<file path="config.mk">
export PLATFORM = sky130hd
export DESIGN_NAME = mem_arbiter
export DESIGN_NICKNAME = d
export VERILOG_FILES = /design/src/rtl/mem_arbiter_pkg.sv /design/src/rtl/mem_load_align.sv /design/src/rtl/mem_arbiter.sv
export SDC_FILE = /design/constraint.sdc
export NUM_CORES = 1
export LEC_CHECK = 0
export BUFFER_PORTS_ARGS = -buffer_cell sky130_fd_sc_hd__buf_2
export CAP_MARGIN = 15
export CORE_AREA = 2 2 137 139
export DETAILED_ROUTE_END_ITERATION = 10
export DIE_AREA = 0 0 139 141
export GPL_TIMING_DRIVEN = 1
export PLACE_DENSITY = 0.47
export SYNTH_ARGS = -nofsm -noshare
export SYNTH_HDL_FRONTEND = slang
export SYNTH_SLANG_ARGS = --single-unit
</file>
<file path="constraint.sdc">
create_clock -name clk -period 5 [get_ports clk]
set_input_delay 0.5 -clock clk [delete_from_list [all_inputs] [get_ports clk]]
set_output_delay 0.5 -clock clk [all_outputs]
set_load 0.01 [all_outputs]
</file>
<file path="src/rtl/mem_arbiter_pkg.sv">
// Shared types and constants for the SRAM arbiter.
// State encoding, owner IDs and LSB-aligned access size masks.
package mem_arbiter_pkg;

    typedef enum logic [1:0] {
        ST_RUN,
        ST_DRAIN,
        ST_LOCKED
    } state_t;

    typedef enum logic [1:0] {
        OWN_NONE,
        OWN_IM,
        OWN_DM,
        OWN_EXT
    } owner_t;

    localparam logic [3:0] SZ_BYTE = 4'b0001;
    localparam logic [3:0] SZ_HALF = 4'b0011;
    localparam logic [3:0] SZ_WORD = 4'b1111;

    // Illegal size mask or natural-alignment violation for that size.
    function automatic logic size_fault(
        input logic [3:0] size,
        input logic [1:0] off
    );
        logic bad;
        case (size)
            SZ_BYTE: bad = 1'b0;
            SZ_HALF: bad = off[0];
            SZ_WORD: bad = (off != 2'b00);
            default: bad = 1'b1;
        endcase
        return bad;
    endfunction

endpackage

</file>
<file path="src/rtl/mem_load_align.sv">
// Load data alignment: shifts the addressed lanes down to bit 0
// and sign- or zero-extends them according to the access size.
module mem_load_align
    import mem_arbiter_pkg::*;
(
    input  logic [31:0] word,
    input  logic [1:0]  offset,
    input  logic [3:0]  size,
    input  logic        is_signed,
    output logic [31:0] data
);

    logic [31:0] shifted;

    always_comb begin
        shifted = word >> {offset, 3'b000};
        case (size)
            SZ_BYTE: data = {{24{is_signed & shifted[7]}}, shifted[7:0]};
            SZ_HALF: data = {{16{is_signed & shifted[15]}}, shifted[15:0]};
            default: data = shifted;
        endcase
    end

endmodule

</file>
<file path="src/rtl/mem_arbiter.sv">
// Single-port SRAM arbiter for instruction, data and loader ports,
// with loader exclusive-access locking and dm sub-word handling.
module mem_arbiter
    import mem_arbiter_pkg::*;
#(
    parameter int ADDR_W = 12
) (
    input  logic              clk,
    input  logic              resetb,
    input  logic              im_req,
    input  logic [31:0]       im_addr,
    output logic              im_gnt,
    output logic              im_rvalid,
    output logic [31:0]       im_rdata,
    input  logic              dm_req,
    input  logic              dm_we,
    input  logic [31:0]       dm_addr,
    input  logic [31:0]       dm_wdata,
    input  logic [3:0]        dm_be,
    input  logic              dm_is_signed,
    output logic              dm_gnt,
    output logic              dm_rvalid,
    output logic [31:0]       dm_rdata,
    output logic              dm_fault,
    input  logic              ext_req,
    input  logic              ext_we,
    input  logic [31:0]       ext_addr,
    input  logic [31:0]       ext_wdata,
    output logic              ext_gnt,
    output logic              ext_rvalid,
    output logic [31:0]       ext_rdata,
    input  logic              ext_lock,
    output logic              ext_lock_ack,
    output logic              sram_en,
    output logic [3:0]        sram_we,
    output logic [ADDR_W-1:0] sram_addr,
    output logic [31:0]       sram_wdata,
    input  logic [31:0]       sram_rdata
);

    state_t      state;
    state_t      state_nxt;
    owner_t      rd_owner;
    owner_t      rd_owner_nxt;
    owner_t      gnt_own;
    logic        tok_ext;
    logic        tok_ext_nxt;
    logic [1:0]  ld_off;
    logic [3:0]  ld_size;
    logic        ld_signed;
    logic        dm_bad;
    logic        core_ok;
    logic        core_any;
    logic        core_rd;
    logic [31:0] dm_ld_data;
    logic        unused_addr;

    assign unused_addr = ^{im_addr[31:ADDR_W+2], im_addr[1:0],
                           ext_addr[31:ADDR_W+2], ext_addr[1:0]};

    assign dm_bad = size_fault(dm_be, dm_addr[1:0])
                 || ((dm_addr >> (ADDR_W + 2)) != 32'd0);

    // Core group is locked out outside RUN; token breaks core/ext ties.
    always_comb begin
        core_ok  = resetb && (state == ST_RUN);
        core_any = core_ok && (dm_req || im_req);
        gnt_own  = OWN_NONE;
        if (resetb && ext_req && (!core_any || tok_ext))
            gnt_own = OWN_EXT;
        else if (core_any && dm_req)
            gnt_own = OWN_DM;
        else if (core_any)
            gnt_own = OWN_IM;
    end

    always_comb begin
        im_gnt       = 1'b0;
        dm_gnt       = 1'b0;
        ext_gnt      = 1'b0;
        dm_fault     = 1'b0;
        sram_en      = 1'b0;
        sram_we      = 4'b0000;
        sram_addr    = '0;
        sram_wdata   = '0;
        rd_owner_nxt = OWN_NONE;
        tok_ext_nxt  = tok_ext;
        unique case (1'b1)
            gnt_own == OWN_IM: begin
                im_gnt       = 1'b1;
                sram_en      = 1'b1;
                sram_addr    = im_addr[ADDR_W+1:2];
                rd_owner_nxt = OWN_IM;
                tok_ext_nxt  = 1'b1;
            end
            gnt_own == OWN_DM: begin
                dm_gnt      = 1'b1;
                tok_ext_nxt = 1'b1;
                if (dm_bad) begin
                    dm_fault = 1'b1;
                end else begin
                    sram_en   = 1'b1;
                    sram_addr = dm_addr[ADDR_W+1:2];
                    if (dm_we) begin
                        sram_we    = dm_be << dm_addr[1:0];
                        sram_wdata = dm_wdata << {dm_addr[1:0], 3'b000};
                    end else begin
                        rd_owner_nxt = OWN_DM;
                    end
                end
            end
            gnt_own == OWN_EXT: begin
                ext_gnt     = 1'b1;
                sram_en     = 1'b1;
                sram_addr   = ext_addr[ADDR_W+1:2];
                tok_ext_nxt = 1'b0;
                if (ext_we) begin
                    sram_we    = 4'b1111;
                    sram_wdata = ext_wdata;
                end else begin
                    rd_owner_nxt = OWN_EXT;
                end
            end
            default: ;
        endcase
    end

    // A core read granted now returns next cycle; lock waits it out.
    assign core_rd = (rd_owner_nxt == OWN_IM) || (rd_owner_nxt == OWN_DM);

    always_comb begin
        state_nxt    = state;
        ext_lock_ack = 1'b0;
        unique case (state)
            ST_RUN: begin
                if (ext_lock)
                    state_nxt = core_rd ? ST_DRAIN : ST_LOCKED;
            end
            ST_DRAIN: begin
                if (!ext_lock)
                    state_nxt = ST_RUN;
                else if (!core_rd)
                    state_nxt = ST_LOCKED;
            end
            ST_LOCKED: begin
                ext_lock_ack = ext_lock;
                if (!ext_lock)
                    state_nxt = ST_RUN;
            end
            default: state_nxt = ST_RUN;
        endcase
    end

    always_ff @(posedge clk or negedge resetb) begin
        if (!resetb) begin
            state     <= ST_RUN;
            rd_owner  <= OWN_NONE;
            tok_ext   <= 1'b0;
            ld_off    <= 2'b00;
            ld_size   <= SZ_WORD;
            ld_signed <= 1'b0;
        end else begin
            state    <= state_nxt;
            rd_owner <= rd_owner_nxt;
            tok_ext  <= tok_ext_nxt;
            if (rd_owner_nxt == OWN_DM) begin
                ld_off    <= dm_addr[1:0];
                ld_size   <= dm_be;
                ld_signed <= dm_is_signed;
            end
        end
    end

    mem_load_align u_align (
        .word      (sram_rdata),
        .offset    (ld_off),
        .size      (ld_size),
        .is_signed (ld_signed),
        .data      (dm_ld_data)
    );

    assign im_rvalid  = (rd_owner == OWN_IM);
    assign dm_rvalid  = (rd_owner == OWN_DM);
    assign ext_rvalid = (rd_owner == OWN_EXT);
    assign im_rdata   = im_rvalid  ? sram_rdata : 32'd0;
    assign dm_rdata   = dm_rvalid  ? dm_ld_data : 32'd0;
    assign ext_rdata  = ext_rvalid ? sram_rdata : 32'd0;

endmodule

</file>
# Word-level counts from Yosys, hierarchy flattened

Index checks and enable logic that the tools add are counted.
Widths: inputs -> output; s select.

Word-level logic and storage cells: 83
Bits of input ports: 205
Register bits after elaboration: 12
Output and inout port bits: 153

Shifts and indexed selects: 3
Bitwise gates (word level): 2
Muxes and demuxes: 37
Equality and inequality tests: 18
Reduce and logical (&&, ||, !) cells: 17

Operators by type and width:

| kind               | number |
|---|---|
| $mux 32            | 6 |
| $pmux 32 s2        | 2 |
| $pmux 12 s3        | 1 |
| $reduce_bool 32->1 | 1 |
| $shl 32x5->32      | 1 |
| $shr 32x5->32      | 1 |
| $mux 2             | 10 |
| $eq 2x2->1 const B | 6 |
| $mux 12            | 1 |
| $mux 4             | 3 |
| $pmux 2 s3         | 2 |
| $eq 2x1->1 const B | 4 |
| $eq 4x1->1 const B | 2 |
| $eq 4x2->1 const B | 2 |
| $mux 1             | 8 |
| $pmux 4 s2         | 1 |
| $logic_and 1x1->1  | 5 |
| $eq 4x4->1 const B | 1 |
| $logic_or 1x1->1   | 4 |
| $ne 2x2->1 const B | 2 |
| $pmux 1 s2         | 2 |
| $reduce_bool 2->1  | 2 |
| $reduce_or 2->1    | 2 |
| $shl 4x2->4        | 1 |
| 6 further kinds    | 7 |

# Depth between registers and ports, before layout

Depth after elaboration: 14
Depth in mapped cells: 8
Mapped depth without buffers: 7

# Cells and area by module

Synthesis repeated with hierarchy kept, for this count alone.

Cells, all modules: 415
Area, all modules: 3400.8 um^2

Modules (own cells, without submodules):

| module         | area each (um^2) | seq. area each (um^2) | cells an instance | times used |
|---|---|---|---|---|
| mem_arbiter    | 2529.9           | 305.3                 | 317               | 1 |
| mem_load_align | 870.8            | 0.0                   | 98                | 1 |

# Least setup slack after synthesis

Ideal clock, no wire load.

Path kind: input to register
Start point: in dm_addr[15]
End point: reg ld_signed
Data arrival time: 2.622 ns
Setup time: 0.125 ns
Buffers on the path: 2
Data required time: 4.875 ns
Cell stages on the path: 8
Slack: 2.253 ns
Path through: or4_4 nor4_4 nand4b_4 buf_2 o2bb2ai_1 ha_1 clkbuf_1 mux2_2

Word-level cells in the longest chain between the ends: 5

Ends and longest elaborated chain:

| item                      | line               | RTL |
|---|---|---|
| start: declaration        | mem_arbiter.sv:17  | `input logic [31:0] dm_addr,` |
| $reduce_bool 32->1        | mem_arbiter.sv:62  | `\|\| ((dm_addr >> (ADDR_W + 2)) != 32'd0);` |
| $logic_or 1x1->1          | mem_arbiter.sv:62  |  |
| $mux 2                    | mem_arbiter.sv:99  | `if (dm_bad) begin` |
| $pmux 2 s3                | mem_arbiter.sv:88  | `unique case (1'b1)` |
| named net rd_owner_nxt[1] | mem_arbiter.sv:44  | `owner_t rd_owner_nxt;` |
| $eq 2x2->1                | mem_arbiter.sv:166 | `if (rd_owner_nxt == OWN_DM) begin` |
| end signal: assignment    | mem_arbiter.sv:169 | `ld_signed <= dm_is_signed;` |
| end: declaration          | mem_arbiter.sv:50  | `logic ld_signed;` |

The timed path passes the listed nets, and every way through them passes these cells.
A chain may end at the register's enable or synchronous reset.

# Final worst setup path

Start point: reg rd_owner[0]
End point: out dm_rdata[29]

Word-level cells in the longest chain between the ends: 2

Ends and longest elaborated chain:

| item                     | line               | RTL |
|---|---|---|
| start: declaration       | mem_arbiter.sv:43  | `owner_t rd_owner;` |
| start signal: assignment | mem_arbiter.sv:164 | `rd_owner <= rd_owner_nxt;` |
| $eq 2x2->1               | mem_arbiter.sv:183 | `assign dm_rvalid = (rd_owner == OWN_DM);` |
| $mux 32                  | mem_arbiter.sv:186 | `assign dm_rdata = dm_rvalid ? dm_ld_data : 32'd0;` |
| end: declaration         | mem_arbiter.sv:23  | `output logic [31:0] dm_rdata,` |

Every way passes these cells.

==> flow_summary.json <==
{
  "grt_overflow_total": 0,
  "cp.required_ps": 4500,
  "dp.cells": 958,
  "finalCritPeriodShare_pct": 70.9,
  "synth_cell_type_count": 48,
  "htreeDepth": 1,
  "power.net_switching_mw": 0.355,
  "dieArea_um2": 19600,
  "clk_pin_slew_worst_paths_ps": 40,
  "fmax_mhz": 282,
  "clk_latency_ps": 240,
  "placed_area_um2": 4840,
  "final.min_clock_period_ps": 3540,
  "drive_above_1_share_pct": 48.8,
  "num_io_pins": 358,
  "finalSetupViolations": 0,
  "timing.hold.ws_ps": 152,
  "pwr-share-comb_pct": 59.3,
  "cts_made_buffers": 3,
  "rsz0062_at_grt": "false",
  "hold_viol": 0,
  "synthCells": 442,
  "ys_warn_count": 0,
  "crit_fanout": 35,
  "routed_wirelength_um": 15000,
  "swShare_pct": 42.8,
  "clk_path_buf_depth": 2,
  "diodes": 0,
  "synthTopCellsByArea": "mux2i_1, and2_1, o21ai_0, and3_1, dfrtp_1",
  "synth_ff_type": "dfrtp_1",
  "cts_resized": 0,
  "synthArstFlopShare_pct": 100,
  "numClockSinks": 12,
  "syn_area_per_cell_um2": 6.96,
  "critPathCaptureType": "primary output",
  "grt_pass1_vias": 4098,
  "drc": 0,
  "cts-root-buf": "clkbuf_16",
  "design_area_um2": 4930,
  "syn_nets": 648,
  "nNetsFinal": 935,
  "via_per_inst": 4.50,
  "grtUsageTotal_pct": 14.3,
  "hold_buffers": 0,
  "antenna_found_initial": 0,
  "wl_per_cell_um": 15.6,
  "rows": 50,
  "dr.pass1.iters": 4,
  "gp_congestion": 0.859,
  "hold_path_class": "input port to async pin",
  "coreArea_um2": 18300,
  "yosysMostFrequentCell": "mux2i_1",
  "power_mw": 0.829,
  "status": "completed",
  "skew_ps": 2.27,
  "pwr_density_cell_nw_per_um2": 168,
  "yosysTopAreaCell": "mux2i_1",
  "cap_viol_max_count": 0,
  "dp_hpwl_um": 12200,
  "r2r_slack_ps": 2000,
  "port_buffers": 317,
  "grt_first_pass_wirelength_um": 22800,
  "startpoint_type": "register",
  "fin_setup_tns_ps": 0,
  "initial_core_util_pct": 16.8,
  "grt_max_degree": 38,
  "drt_iter0_markers": 125,
  "p_leak_nw": 2.96,
  "ys_seq_area_share_pct": 9.93,
  "syn_area_um2": 3070,
  "post_cts_buffers": 0,
  "vias": 4325,
  "synth_edf_count": 0,
  "nFillCells": 2072,
  "synth_common_cells": "mux2i_1, nand2_1, o21ai_0",
  "die_w_um": 139,
  "cts_tree": "built",
  "cellInternalPower_mw": 0.474,
  "area_growth_pct": 60.3,
  "maxSlewViolCount": 0,
  "clkPwrFrac_pct": 19.5,
  "tightest_slew_ps": 915,
  "slew_headroom_pct": 39.0,
  "p_seq_share_pct": 21.2,
  "path_class": "register to primary output",
  "fp.dieH_um": 141,
  "postRouteAntennaNets": 0,
  "ir_drop_v": 0.000124,
  "fin_cells": 962,
  "synth_top_area_share_pct": 17.6,
  "ys_ff_latch": 12,
  "arrival_ps": 3040
}
[cells in the final DEF (no fill, tap or decap), types with 2 or more instances in the layout]
cell,instances
buf_2,317
mux2i_1,54
nand2_1,46
o21ai_0,42
and2_1,35
and3_1,33
inv_1,25
a21oi_1,18
nor2_1,14
a211oi_1,14
a22oi_1,12
nor2b_1,11
a21o_1,9
o2bb2ai_1,9
nand3b_1,9
dfrtp_1,8
o21ai_1,7
mux2_2,7
nand2b_1,6
o31ai_2,6
buf_4,6
dfstp_2,4
o31ai_1,3
clkbuf_16,3
or2_2,2
a31oi_1,2
or3_1,2
nand4b_1,2
or4_4,2
nand4_1,2
nand3_1,2
[power groups by stage]
stage	Combinational (mW)	Sequential [mW]	Clock [mW]
finish	0.491	0.176	0.162
global placement	0.493	0.180	0
global route	0.546	0.185	0.169
CTS	0.497	0.178	0.164
floorplan	0.328	0.141	0
detailed placement	0.495	0.179	0
[area by class of cell]
class,count,area [um2],share of cell area [%]
Clock buffer,4,88.8,1.80
Inverter,25,93.8,1.90
Multi-Input combinational cell,364,2520,51.1
Sequential cell,12,305,6.19
Tap cell,234,293,5.94
Timing Repair Buffer,323,1630,33.1
[per-stage QoR]
stage | setup slack (ps) | utilization [%]
after floorplan | 2250 | -
after global placement | 1480 | 26.5
after detailed placement | 1470 | 26.5
after CTS | 1330 | 27.0
after global routing | 1110 | 27.0
final | 1460 | 27.0
[final timing paths]
kind                                        from                     end  cells past startpoint
max                        rd_owner[0]$_DFF_PN0_            dm_rdata[29]                      5
min                                       resetb   rd_owner[1]$_DFF_PN0_                      1
max reg2reg                 state[1]$_DFFE_PN0P_   ld_off[1]$_DFFE_PN0N_                      6
min reg2reg                 state[1]$_DFFE_PN0P_    state[0]$_DFFE_PN0P_                      1
max in group asynchronous                 resetb  ld_size[3]$_DFFE_PN1N_                      1
min in group clk                    dm_is_signed   ld_signed$_DFFE_PN0N_                      2
[flip-flops by register name, indices dropped and copies added (netlist names)]
signal / count
tok_ext: 1
rd_owner: 2
ld_size: 4
state: 2
ld_signed: 1
ld_off: 2
[cell families after synthesis]
logic type | Yosys count | synth area share, %
AND/OR/NAND/NOR | 176 | 33.5
AO/OA/AOI/OAI | 125 | 26.7
buffers and inverters | 66 | 8.59
multiplexers | 62 | 20.9
flip-flops | 12 | 9.93
adder cells (fa/ha/maj) | 1 | 0.407
[routing by layer]
metal  vias up  share of wire (%)  track usage [%]
met4         0               0.93             1.81
met5         -                  0                0
met1      1939                 41             17.3
met2       224                 51             27.3
li1       2154                  -                -
met3         8                6.9             2.38
[critical path, stage by stage (launching register included)]
cell,delay [ps]
dfrtp_1,710
nand2b_1,620
or3_1,660
nor2_1,480
a21o_1,200
buf_2,120
No activity file was read; power rests on OpenSTA's default activity.
